## src/rtl/audio_out_pkg.sv

```systemverilog
// Shared widths, reset constants and the handshake state encoding for the
// audio output stage.
package audio_out_pkg;

    localparam int AUDIO_W = 11;
    localparam int PWM_W   = 11;

    // Midscale sample, so the output idles at 50% duty (silence).
    localparam logic [AUDIO_W-1:0] MIDSCALE = 11'd1024;

    typedef enum logic {
        HS_IDLE = 1'b0,
        HS_ACK  = 1'b1
    } hs_state_t;

endpackage

```

## src/rtl/audio_out_unit_sync_fifo.sv

```systemverilog
// Single-clock FIFO with a combinational head read (rdata shows the oldest
// entry). Pointers wrap modulo DEPTH, which must be a power of two.
// Push while full and pop while empty are ignored.
module sync_fifo #(
    parameter int WIDTH = 11,
    parameter int DEPTH = 8
) (
    input  logic                     clk,
    input  logic                     rst_n,
    input  logic                     push,
    input  logic                     pop,
    input  logic [WIDTH-1:0]         wdata,
    output logic [WIDTH-1:0]         rdata,
    output logic                     full,
    output logic                     empty,
    output logic [$clog2(DEPTH):0]   level
);

    localparam int AW = $clog2(DEPTH);

    logic [WIDTH-1:0] mem_q [DEPTH];
    logic [AW-1:0]    wptr_q, wptr_d;
    logic [AW-1:0]    rptr_q, rptr_d;
    logic [AW:0]      count_q, count_d;
    logic             do_push, do_pop;

    assign full  = (count_q == (AW+1)'(DEPTH));
    assign empty = (count_q == '0);
    assign level = count_q;
    assign rdata = mem_q[rptr_q];

    // Pointer and occupancy next-state; simultaneous push and pop leave count unchanged.
    always_comb begin
        do_push = push & ~full;
        do_pop  = pop & ~empty;
        wptr_d  = wptr_q + AW'(do_push);
        rptr_d  = rptr_q + AW'(do_pop);
        count_d = count_q;
        case ({do_push, do_pop})
            2'b10:   count_d = count_q + 1'b1;
            2'b01:   count_d = count_q - 1'b1;
            default: count_d = count_q;
        endcase
    end

    // Control state with asynchronous reset.
    always_ff @(posedge clk or negedge rst_n) begin
        if (!rst_n) begin
            wptr_q  <= '0;
            rptr_q  <= '0;
            count_q <= '0;
        end else begin
            wptr_q  <= wptr_d;
            rptr_q  <= rptr_d;
            count_q <= count_d;
        end
    end

    // Storage array; contents are don't-care until written, so no reset.
    always_ff @(posedge clk) begin
        if (do_push) begin
            mem_q[wptr_q] <= wdata;
        end
    end

endmodule

```

## src/rtl/audio_out_unit.sv

```systemverilog
// Audio output stage: four-phase req/ack sample intake into a FIFO, fixed-rate
// drain on a sample tick, and an 11-bit glitch-free PWM for the audio pin.
// Optional feature macro: AUDIO_UNDERRUN_CNT_EN adds a saturating 16-bit
// underrun counter and the underrun_cnt port.
module audio_out_unit
    import audio_out_pkg::*;
#(
    parameter int DEPTH      = 8,
    parameter int SAMPLE_DIV = 6250
) (
    input  logic                   clkFPGA,
    input  logic                   rst,
    input  logic [10:0]            sample_in,
    input  logic                   req,
    output logic                   ack,
    output logic                   pwm_out,
    output logic [$clog2(DEPTH):0] fifo_level
`ifdef AUDIO_UNDERRUN_CNT_EN
    ,
    output logic [15:0]            underrun_cnt
`endif
);

    localparam int TW = $clog2(SAMPLE_DIV);
    localparam logic [TW-1:0] TICK_LAST = TW'(SAMPLE_DIV - 1);

    logic               req_meta_q, req_s_q;
    hs_state_t          state_q, state_d;
    logic [TW-1:0]      tick_cnt_q, tick_cnt_d;
    logic               tick;
    logic [AUDIO_W-1:0] pend_sample_q, pend_sample_d;
    logic [AUDIO_W-1:0] act_sample_q, act_sample_d;
    logic [PWM_W-1:0]   pwm_cnt_q, pwm_cnt_d;
    logic               pwm_out_q, pwm_out_d;
    logic               push, pop, full, empty;
    logic [AUDIO_W-1:0] rdata;

    sync_fifo #(
        .WIDTH (AUDIO_W),
        .DEPTH (DEPTH)
    ) u_fifo (
        .clk   (clkFPGA),
        .rst_n (rst),
        .push  (push),
        .pop   (pop),
        .wdata (sample_in),
        .rdata (rdata),
        .full  (full),
        .empty (empty),
        .level (fifo_level)
    );

    // Handshake next-state: accept when room exists, release once req drops.
    always_comb begin
        state_d = state_q;
        case (state_q)
            HS_IDLE: if (req_s_q && !full) state_d = HS_ACK;
            HS_ACK:  if (!req_s_q)         state_d = HS_IDLE;
            default: state_d = HS_IDLE;
        endcase
    end

    // Handshake outputs: the push lands on the same edge that raises ack.
    always_comb begin
        ack  = (state_q == HS_ACK);
        push = (state_q == HS_IDLE) && req_s_q && !full;
    end

    // Sample tick divider, pop/underrun handling and PWM datapath.
    always_comb begin
        tick          = (tick_cnt_q == TICK_LAST);
        tick_cnt_d    = tick ? '0 : tick_cnt_q + 1'b1;
        pop           = tick && !empty;
        pend_sample_d = pop ? rdata : pend_sample_q;
        pwm_cnt_d     = pwm_cnt_q + 1'b1;
        // Reload only as the counter wraps so a period is never split.
        act_sample_d  = (pwm_cnt_q == '1) ? pend_sample_q : act_sample_q;
        pwm_out_d     = (pwm_cnt_q < act_sample_q);
    end

    // All registered state, cleared asynchronously.
    always_ff @(posedge clkFPGA or negedge rst) begin
        if (!rst) begin
            req_meta_q    <= 1'b0;
            req_s_q       <= 1'b0;
            state_q       <= HS_IDLE;
            tick_cnt_q    <= '0;
            pend_sample_q <= MIDSCALE;
            act_sample_q  <= MIDSCALE;
            pwm_cnt_q     <= '0;
            pwm_out_q     <= 1'b0;
        end else begin
            req_meta_q    <= req;
            req_s_q       <= req_meta_q;
            state_q       <= state_d;
            tick_cnt_q    <= tick_cnt_d;
            pend_sample_q <= pend_sample_d;
            act_sample_q  <= act_sample_d;
            pwm_cnt_q     <= pwm_cnt_d;
            pwm_out_q     <= pwm_out_d;
        end
    end

    assign pwm_out = pwm_out_q;

`ifdef AUDIO_UNDERRUN_CNT_EN
    logic [15:0] underrun_q, underrun_d;

    // Count ticks that find the FIFO empty, saturating at all-ones.
    always_comb begin
        underrun_d = underrun_q;
        if (tick && empty && (underrun_q != 16'hFFFF)) begin
            underrun_d = underrun_q + 16'd1;
        end
    end

    // Underrun counter register.
    always_ff @(posedge clkFPGA or negedge rst) begin
        if (!rst) begin
            underrun_q <= '0;
        end else begin
            underrun_q <= underrun_d;
        end
    end

    assign underrun_cnt = underrun_q;
`endif

endmodule

```

## config.mk

```make
export PLATFORM = sky130hd
export DESIGN_NAME = audio_out_unit
export DESIGN_NICKNAME = d
export VERILOG_FILES = /design/src/rtl/audio_out_pkg.sv /design/src/rtl/audio_out_unit_sync_fifo.sv /design/src/rtl/audio_out_unit.sv
export SDC_FILE = /design/constraint.sdc
export NUM_CORES = 1
export LEC_CHECK = 0
export CORE_UTILIZATION = 45
export DETAILED_ROUTE_END_ITERATION = 7
export PLACE_DENSITY_LB_ADDON = 0.1
export SLEW_MARGIN = 10
export SYNTH_ARGS = -nofsm -noshare
export SYNTH_HDL_FRONTEND = slang
export SYNTH_HIERARCHICAL = 1
export SYNTH_SLANG_ARGS = --single-unit
```

## constraint.sdc

```tcl
create_clock -name clkFPGA -period 2.5 [get_ports clkFPGA]
set_clock_uncertainty 0.15 [all_clocks]
set_input_delay 0.25 -clock clkFPGA [delete_from_list [all_inputs] [get_ports clkFPGA]]
set_output_delay 0.25 -clock clkFPGA [all_outputs]
set_load 0.05 [all_outputs]
```

Yosys cells after proc, flatten, opt, wreduce, memory -nomap -nowiden
Memories as Yosys holds them, arrays and structs flattened. A register that Yosys moved wholly into a read port is not among the register bits.
Index checks and enable logic that the tools add are counted.
{"block": "totals", "reg_bits": 49, "mem_bits_rw": 88, "word_cells": 44, "mem_count": 1}
{"block": "classes", "add_sub_neg": 6, "order_cmp": 1, "eq_ne": 5, "muxes": 7, "bitwise": 5, "reduce_logical": 9}
{"name": "u_fifo.mem_q", "words": 8, "word_bits": 11, "rd": 1, "rd_ports_with_merged_regs": 1, "wr": 1, "line_no": "audio_out_unit_sync_fifo.sv:21", "source": "logic [WIDTH-1:0] mem_q [DEPTH];"}
{"op": "$add A13 B1 Y13 const B", "n": 1}
{"op": "$eq A13 B13 Y1 const B", "n": 1}
{"op": "$mux W13", "n": 1}
{"op": "$add A11 B1 Y11 const B", "n": 1}
{"op": "$eq A11 B11 Y1 const B", "n": 1}
{"op": "$lt A11 B11 Y1", "n": 1}
{"op": "$pmux W4 S2", "n": 1}
{"op": "$add A3 B1 Y3", "n": 2}
{"op": "$add A4 B1 Y4 const B", "n": 1}
{"op": "$eq A4 B4 Y1 const B", "n": 1}
{"op": "$logic_and A1 B1 Y1", "n": 4}
{"op": "$logic_not A4 Y1", "n": 1}
{"op": "$mux W1", "n": 4}
{"op": "$sub A4 B1 Y4 const B", "n": 1}
{"op": "$logic_not A1 Y1", "n": 3}
{"op": "$not A1 Y1", "n": 3}
{"op": "$and A1 B1 Y1", "n": 2}
{"op": "$eq A2 B1 Y1 const B", "n": 1}
{"op": "$eq A2 B2 Y1 const B", "n": 1}
{"op": "$pmux W1 S2", "n": 1}
{"op": "$reduce_bool A2 Y1", "n": 1}

Longest topological paths before layout
Gate-level depths: netlist (run 1).
{"block": "logic_depth", "word_depth": 6, "mapped_depth": 13, "mapped_depth_nobuf": 12}

Cells and area by module
The synthesis (run 1) kept the hierarchy.
{"mod": "sync_fifo", "n_inst": 1, "cells_per_inst": 179, "area_each_um2": 3938.8}
{"mod": "audio_out_unit", "n_inst": 1, "cells_per_inst": 182, "area_each_um2": 2235.9}

Worst setup path before layout (run 1)
Ideal clock, no wire load.
{"block": "synth_timing", "path_kind": "reg2reg", "from": "reg u_fifo.count_q[1], in the netlist u_fifo/level[1]", "to": "mem u_fifo.mem_q[0][0], enable pin", "setup_time_ns": 0.393, "arrival_ns": 2.398, "t_required_ns": 1.957, "path_slack_ns": -0.441, "path_stages_with_launch": 7, "period_less_slack_ns": 2.941, "path_cell_list": "dfrtp_1 > nor3_1 > and2_1 > nor3b_1 > a21boi_1 > nand2b_1 > nor3_1"}
{"block": "synth_via", "elab_chain_len": 6, "word_cells_on_any_way": 7, "classes_between": "eq/ne: 1; mux: 2; bitwise: 2; reduce/logical: 2"}
{"item": "from (decl)", "line_no": "audio_out_unit_sync_fifo.sv:24", "source": "logic [AW:0] count_q, count_d;"}
{"item": "from (signal assigned)", "line_no": "audio_out_unit_sync_fifo.sv:55", "source": "count_q <= count_d;"}
{"item": "$eq A4 B4 Y1", "line_no": "audio_out_unit_sync_fifo.sv:27", "source": "assign full = (count_q == (AW+1)'(DEPTH));"}
{"item": "named net full", "line_no": "audio_out_unit.sv:35", "source": "logic push, pop, full, empty;"}
{"item": "$logic_not A1 Y1", "line_no": "audio_out_unit.sv:66", "source": "push = (state_q == HS_IDLE) && req_s_q && !full;"}
{"item": "$logic_and A1 B1 Y1", "line_no": "audio_out_unit.sv:66"}
{"item": "named net push", "line_no": "audio_out_unit.sv:35"}
{"item": "$and A1 B1 Y1", "line_no": "audio_out_unit_sync_fifo.sv:34", "source": "do_push = push & ~full;"}
{"item": "$mux W1", "line_no": "audio_out_unit_sync_fifo.sv:61", "source": "if (do_push) begin"}
{"item": "$mux W1 (implied by the code)", "line_no": "audio_out_unit_sync_fifo.sv:62", "source": "mem_q[wptr_q] <= wdata;"}
{"item": "to (decl)", "line_no": "audio_out_unit_sync_fifo.sv:21"}
The timed path passes the listed nets, and every way through them passes these cells.

Final worst setup path (run 1)
{"block": "layout_timing", "from": "reg tick_cnt_q[11]", "to": "reg u_fifo.count_q[3], in the netlist u_fifo/level[3]"}
{"block": "layout_via", "elab_chain_len": 5, "word_cells_on_any_way": 7, "classes_between": "eq/ne: 3; mux: 1; bitwise: 1; reduce/logical: 2"}
{"item": "from (decl)", "line_no": "audio_out_unit.sv:29", "source": "logic [TW-1:0] tick_cnt_q, tick_cnt_d;"}
{"item": "from (signal assigned)", "line_no": "audio_out_unit.sv:96", "source": "tick_cnt_q <= tick_cnt_d;"}
{"item": "$eq A13 B13 Y1 *", "line_no": "audio_out_unit.sv:71", "source": "tick = (tick_cnt_q == TICK_LAST);"}
{"item": "$logic_and A1 B1 Y1 *", "line_no": "audio_out_unit.sv:73", "source": "pop = tick && !empty;"}
{"item": "$and A1 B1 Y1 *", "line_no": "audio_out_unit_sync_fifo.sv:35", "source": "do_pop = pop & ~empty;"}
{"item": "$eq A2 B1 Y1 or $eq A2 B2 Y1 (tied branches)", "line_no": "audio_out_unit_sync_fifo.sv:39", "source": "case ({do_push, do_pop})"}
{"item": "$pmux W4 S2 or $reduce_bool A2 Y1 (tied branches)"}
Every way passes the cells marked *; elsewhere a longest branch is shown, timed or not.
A chain may end at the register's enable or synchronous reset.

==> results_dict.tcl, run 1 <==
set metrics [dict create \
    holdPathStages 1 \
    cpLargestDelayFamily "simple AND/OR/NAND/NOR gates" \
    synth_commonest_cells "edfxtp_1 (88), dfrtp_1 (58), mux2_2 (34), mux4_1 (22)" \
    hold_violations 0 \
    grt.overflow.total 0 \
    cp.arrival_ps 2570 \
    synth-seq-cells 148 \
    chipHeight_um 119 \
    wl_mm 10.3 \
    antenna_left 0 \
    cpMaxStageDelayCell "dfrtp_1" \
    fp.dieArea_um2 14200 \
    relSlewSlack 0.583 \
    synth_area_per_cell_um2 17.1 \
    globalplace.congestion 0.770 \
    clk_pin_slew_ps 60 \
    antenna_found_initial 0 \
    grt_pass1_vias 3188 \
    netlist_area_um2 6170 \
    cts_tree "yes" \
    nNetsFinal 458 \
    route.detailed.drc 0 \
    drv_cap 0 \
    grt_pass1_wl_mm 16.7 \
    clock-sinks 148 \
    synth.distinct_cells 37 \
    place_ws_ps 39.0 \
    core_um2 13300 \
    leakage_nw 2.88 \
    first_iter_violations 182 \
    yosysMostFrequentCell "edfxtp_1" \
    clock_path_buffers 2 \
    synthesis.nets 395 \
    hold_ws_ps 118 \
    via_per_inst 5.06 \
    slowest_delay_ps 390 \
    netlist.area_leader.share 0.428 \
    dp.cells 575 \
    area_delta_synth_final_pct 21.7 \
    status "completed" \
    crit_type "flop to flop" \
    start_util 0.464 \
    start_kind "flop" \
    rsz0062_at_grt "yes" \
    yosys-top-cells-area "edfxtp_1 (43%), dfrtp_1 (24%), mux4_1 (9.4%)" \
    yosys.area.top_type "edfxtp_1" \
    multi_input_area_um2 2030 \
    antenna_cells 0 \
    register_area_um2 4150 \
    r2r_cells 9 \
    yosysWarnings 6 \
    reg2reg_from "tick_cnt_q[11]$_DFF_PN0_" \
    setup_viol 0 \
    htreeDepth 4 \
    drt-wirelength-per-cell_um 16.7 \
    ios 20 \
    grt_max_degree 35 \
    synth-seq-area-share 0.672 \
    path_cells "nor4bb_4 > nand2_2 > nor3_4 > nor2b_4 > ha_2 > nand2b_1 > a2111oi_2 > nor3_1 > xnor2_1" \
    crit_fanout 5 \
    worst_slack_ps 77.3 \
    fin_cells 613 \
    timing.fmax_ghz 0.413 \
    ys.flop_type "edfxtp_1" \
    synth_edf_count 88 \
    n_fill_cell 1053 \
    insertion_delay_ps 420 \
    num_rows 42 \
    syn_inst 361 \
    crit_buf_inv 0 \
    reg2reg_slack_ps 80 \
    timing.rr.end "u_fifo/level[3]$_DFFE_PN0P_" \
    power_density_nw_per_um2 823 \
    irDropWorstVdd_mv 0.472 \
    port_buffers 19 \
    required_ps 2650 \
    worstHoldStart "req" \
    crit_path_end_kind "flop" \
    cts_inserted_buffers 17 \
    setup_tns_ps 0 \
    grt_usage 0.162 \
    worst_pin_slew_ps 625 \
    die_w_um 119 \
    clockRootBuffer "clkbuf_16" \
    hpwl_mm 6.83 \
    period_minus_slack_ps 2420 \
    period_share 0.969 \
    hold_path_end "req_meta_q$_DFF_PN0_" \
    finalMaxSlewViolations 0 \
    hold_class "input port to flop" \
    vias 3102 \
    async_flop_share 0.405 \
    total_power_w 0.00619 \
    firstDrtPassIters 4 \
    drive_above_1_share 0.265 \
]
[logic make-up after synthesis]
group,count (synthesis),share of synthesized area
AO/OA/AOI/OAI,13,0.0130
XOR/XNOR,26,0.0369
multiplexers,57,0.157
flip-flops,148,0.672
adder cells (fa/ha/maj),20,0.0405
AND/OR/NAND/NOR,76,0.0638
buffers and inverters,21,0.0170
[registers in the layout, summed over array words and instances, names as in the netlist, 3 cells and up]
name	flops
u_fifo/wptr_q	3
u_fifo/rptr_q	3
pwm_cnt_q	11
u_fifo/mem_q	88
pend_sample_q	11
act_sample_q	11
tick_cnt_q	13
u_fifo/level	4
[cell type report]
class / count / area share
multi-input combinational: 192 / 0.270
clock inverter: 15 / 0.0240
tap: 176 / 0.0293
inverter: 14 / 0.00699
sequential: 148 / 0.553
clock buffer: 17 / 0.0566
timing repair buffer: 51 / 0.0603
[layer usage]
| metal | track usage | share of wire | vias to the layer above | wire (um) |
|---|---|---|---|---|
| li1 | - | - | 1529 | - |
| met1 | 0.203 | 0.45 | 1527 | 4640 |
| met2 | 0.262 | 0.50 | 34 | 5170 |
| met3 | 0.0551 | 0.032 | 12 | 325 |
| met4 | 0.0570 | 0.013 | 0 | 134 |
| met5 | 0 | 0 | - | 0 |
[worst register-to-register path: stages, from the launching register on]
cell       delay [ps]
dfrtp_1           390
nor4bb_4          350
nand2_2           130
nor3_4            140
nor2b_4           220
ha_2              240
nand2b_1           80
a2111oi_2         360
nor3_1            120
xnor2_1           130
[per-stage QoR]
step,util,area (um^2)
floorplan,-,6250
global placement,0.513,6830
detailed placement,0.513,6830
CTS,0.560,7450
global route,0.565,7510
finish,0.565,7510
[worst max path at each step]
stage,from,to,cells after the start
finish,tick_cnt_q[11]$_DFF_PN0_,u_fifo/level[3]$_DFFE_PN0P_,9
global route,u_fifo/level[2]$_DFFE_PN0P_,u_fifo/level[3]$_DFFE_PN0P_,10
CTS,tick_cnt_q[4]$_DFF_PN0_,u_fifo/level[3]$_DFFE_PN0P_,9
detailed placement,u_fifo/level[0]$_DFFE_PN0P_,u_fifo/level[3]$_DFFE_PN0P_,10
global placement,tick_cnt_q[9]$_DFF_PN0_,u_fifo/level[3]$_DFFE_PN0P_,9
floorplan,u_fifo/level[3]$_DFFE_PN0P_,u_fifo/level[2]$_DFFE_PN0P_,11
[repair_timing]
action	CTS	global route
setup endpoints to repair	2	3
hold endpoints to repair	25	0
hold buffers	1	0
pin swaps	0	2
gates resized for setup	1	5
buffers inserted	0	5
[layout by cell type, fill, tap and decap left out, drive strengths merged, types with 2 or more instances in the layout]
| cell | synthesis | layout |
|---|---|---|
| a21boi | 2 | 2 |
| a21oi | 6 | 6 |
| and2 | 2 | 2 |
| and3 | 2 | 2 |
| buf | 7 | 32 |
| bufinv | 0 | 3 |
| clkbuf | 0 | 17 |
| clkdlybuf4s50 | 0 | 18 |
| clkinv | 0 | 7 |
| dfrtp | 58 | 58 |
| dfstp | 2 | 2 |
| edfxtp | 88 | 88 |
| ha | 20 | 20 |
| inv | 14 | 18 |
| mux2 | 34 | 34 |
| mux4 | 22 | 22 |
| nand2 | 9 | 9 |
| nand2b | 5 | 5 |
| nand3 | 11 | 11 |
| nand4 | 9 | 9 |
| nor2 | 20 | 20 |
| nor3 | 9 | 9 |
| nor4 | 3 | 3 |
| xnor2 | 11 | 11 |
| xor2 | 15 | 15 |
[power by group]
part	internal (W)	total, W	leakage (nW)	switching [W]
clock	0.00158	0.00259	0.294	0.00101
sequential	0.00279	0.00293	1.57	0.000139
combinational	0.000285	0.000668	1.02	0.000383
No activity file was read; power rests on OpenSTA's default activity.
==> inputs of run 2 (changes only) <==
TNS_END_PERCENT = 1   (was unset)
==> results_dict.tcl, run 2 (synthesis results as in run 1) <==
set metrics [dict create \
    die_w_um 119 \
    wl_met3_um 322 \
    crit_path_end_kind "flop" \
    area_delta_synth_final_pct 21.6 \
    drv_cap 0 \
    htreeDepth 4 \
    firstDrtPassIters 4 \
    leakage_nw 2.88 \
    regMostFlops "u_fifo/mem_q" \
    cp_num_cells 11 \
    vias 3106 \
    nNetsFinal 457 \
    period_share 0.972 \
    cpMaxStageDelayCell "dfrtp_1" \
    slowest_delay_ps 390 \
    required_ps 2690 \
    clockRootBuffer "clkbuf_16" \
    cts_inserted_buffers 17 \
    clk_pin_slew_ps 60 \
    maxUsedRoutingLayer "met4" \
    core_um2 13300 \
    grt_max_degree 35 \
    hold_violations 0 \
    chipHeight_um 119 \
    ios 20 \
    worst_pin_slew_ps 626 \
    drt-wirelength-per-cell_um 16.8 \
    antenna_left 0 \
    holdPathStages 1 \
    crit_type "flop to flop" \
    clock-sinks 148 \
    grt_usage 0.162 \
    rsz0062_at_grt "yes" \
    grt_pass1_wl_mm 16.7 \
    cpLargestDelayFamily "simple AND/OR/NAND/NOR gates" \
    finalInstanceArea_um2 7510 \
    crit_top_cell "xor2_1" \
    grt_pass1_vias 3188 \
    antenna_found_initial 0 \
    cp.arrival_ps 2620 \
    via_per_inst 5.08 \
    wl_met2_mm 5.17 \
    placed_area_um2 6830 \
    period_minus_slack_ps 2430 \
    crit_buf_inv 0 \
    largest_reg_flops 88 \
    cts_tree "yes" \
    num_rows 42 \
    first_iter_violations 175 \
    route.detailed.drc 0 \
    fp.dieArea_um2 14200 \
    layout_commonest_cell "edfxtp_1" \
    power_density_nw_per_um2 824 \
    grt.overflow.total 0 \
    largest_registers "u_fifo/mem_q: 88 flops, tick_cnt_q: 13 flops" \
    globalplace.congestion 0.770 \
    layout_common_cells "edfxtp_1 (88), dfrtp_1 (54), mux2_2 (34)" \
    status "completed" \
    r2r_cells 11 \
    path_cells "nor4bb_4 > nand2_2 > nor3_4 > nor2b_4 > ha_4 > xor2_1 > ha_2 > a21oi_2 > xor2_1 > nor2_1 > xor2_1" \
    finalMaxSlewViolations 0 \
    setup_viol 0 \
    wl_mm 10.3 \
    hpwl_mm 6.83 \
    clock_path_buffers 2 \
    insertion_delay_ps 420 \
    start_kind "flop" \
    drive_above_1_share 0.264 \
    hold_class "input port to flop" \
    setup_tns_ps 0 \
    timing.fmax_ghz 0.411 \
    wl_met1_mm 4.65 \
    crit_fanout 5 \
    antenna_cells 0 \
    port_buffers 19 \
    n_fill_cell 1057 \
    irDropWorstVdd_mv 0.472 \
    start_util 0.464 \
    relSlewSlack 0.583 \
]
## run 2: cell count changes in the layout (fill, tap and decap cells not counted), sizes merged
cell / previous run / this run
buf: 32 / 31
## run 2: area by class of cell
cell class | count | area (um^2) | share of cell area
Multi-Input combinational cell | 192 | 2030 | 0.270
Sequential cell | 148 | 4150 | 0.553
Clock inverter | 15 | 180 | 0.0240
Tap cell | 176 | 220 | 0.0293
Clock buffer | 17 | 425 | 0.0567
Timing Repair Buffer | 50 | 445 | 0.0593
Inverter | 14 | 52.6 | 0.00700
## run 2: power breakdown
part | total [W] | switching, W | internal, W
Sequential | 0.00293 | 0.000138 | 0.00279
Combinational | 0.000668 | 0.000383 | 0.000285
Clock | 0.00259 | 0.00101 | 0.00158
## run 2: final timing paths
kind,startpoint,end,slack (ps)
max,tick_cnt_q[11]$_DFF_PN0_,u_fifo/level[2]$_DFFE_PN0P_,70
min reg2reg,req_meta_q$_DFF_PN0_,req_s_q$_DFF_PN0_,210
max in group asynchronous,rst,pend_sample_q[10]$_DFFE_PN1P_,1290
min,req,req_meta_q$_DFF_PN0_,120
max reg2reg,tick_cnt_q[11]$_DFF_PN0_,u_fifo/level[2]$_DFFE_PN0P_,70
min in group asynchronous,rst,pwm_cnt_q[8]$_DFF_PN0_,230
## run 2: what timing repair did
item | in CTS | in global routing
pin swaps | 0 | 2
resized for setup | 1 | 5
buffers inserted | 0 | 4
setup endpoints to repair | 2 | 3
endpoints found under the hold margin | 25 | 0
hold buffers | 1 | 0
## run 2: metal layers
layer	vias to the layer above	global-route usage
met4	0	0.0570
li1	1526	-
met1	1528	0.203
met3	12	0.0551
met2	40	0.262
met5	-	0
## run 2: metrics by stage
stage / hold slack [ps] / std cells / setup slack, ps / total power (W) / util
global route: 102 / 612 / -116 / 0.00644 / 0.565
detailed placement: 165 / 575 / 39.0 / 0.00360 / 0.513
floorplan: -196 / 361 / -52.1 / 0.00332 / -
global placement: 149 / 575 / 65.6 / 0.00358 / 0.513
finish: 118 / 612 / 69.2 / 0.00619 / 0.565
CTS: 100 / 608 / 1.49 / 0.00622 / 0.560
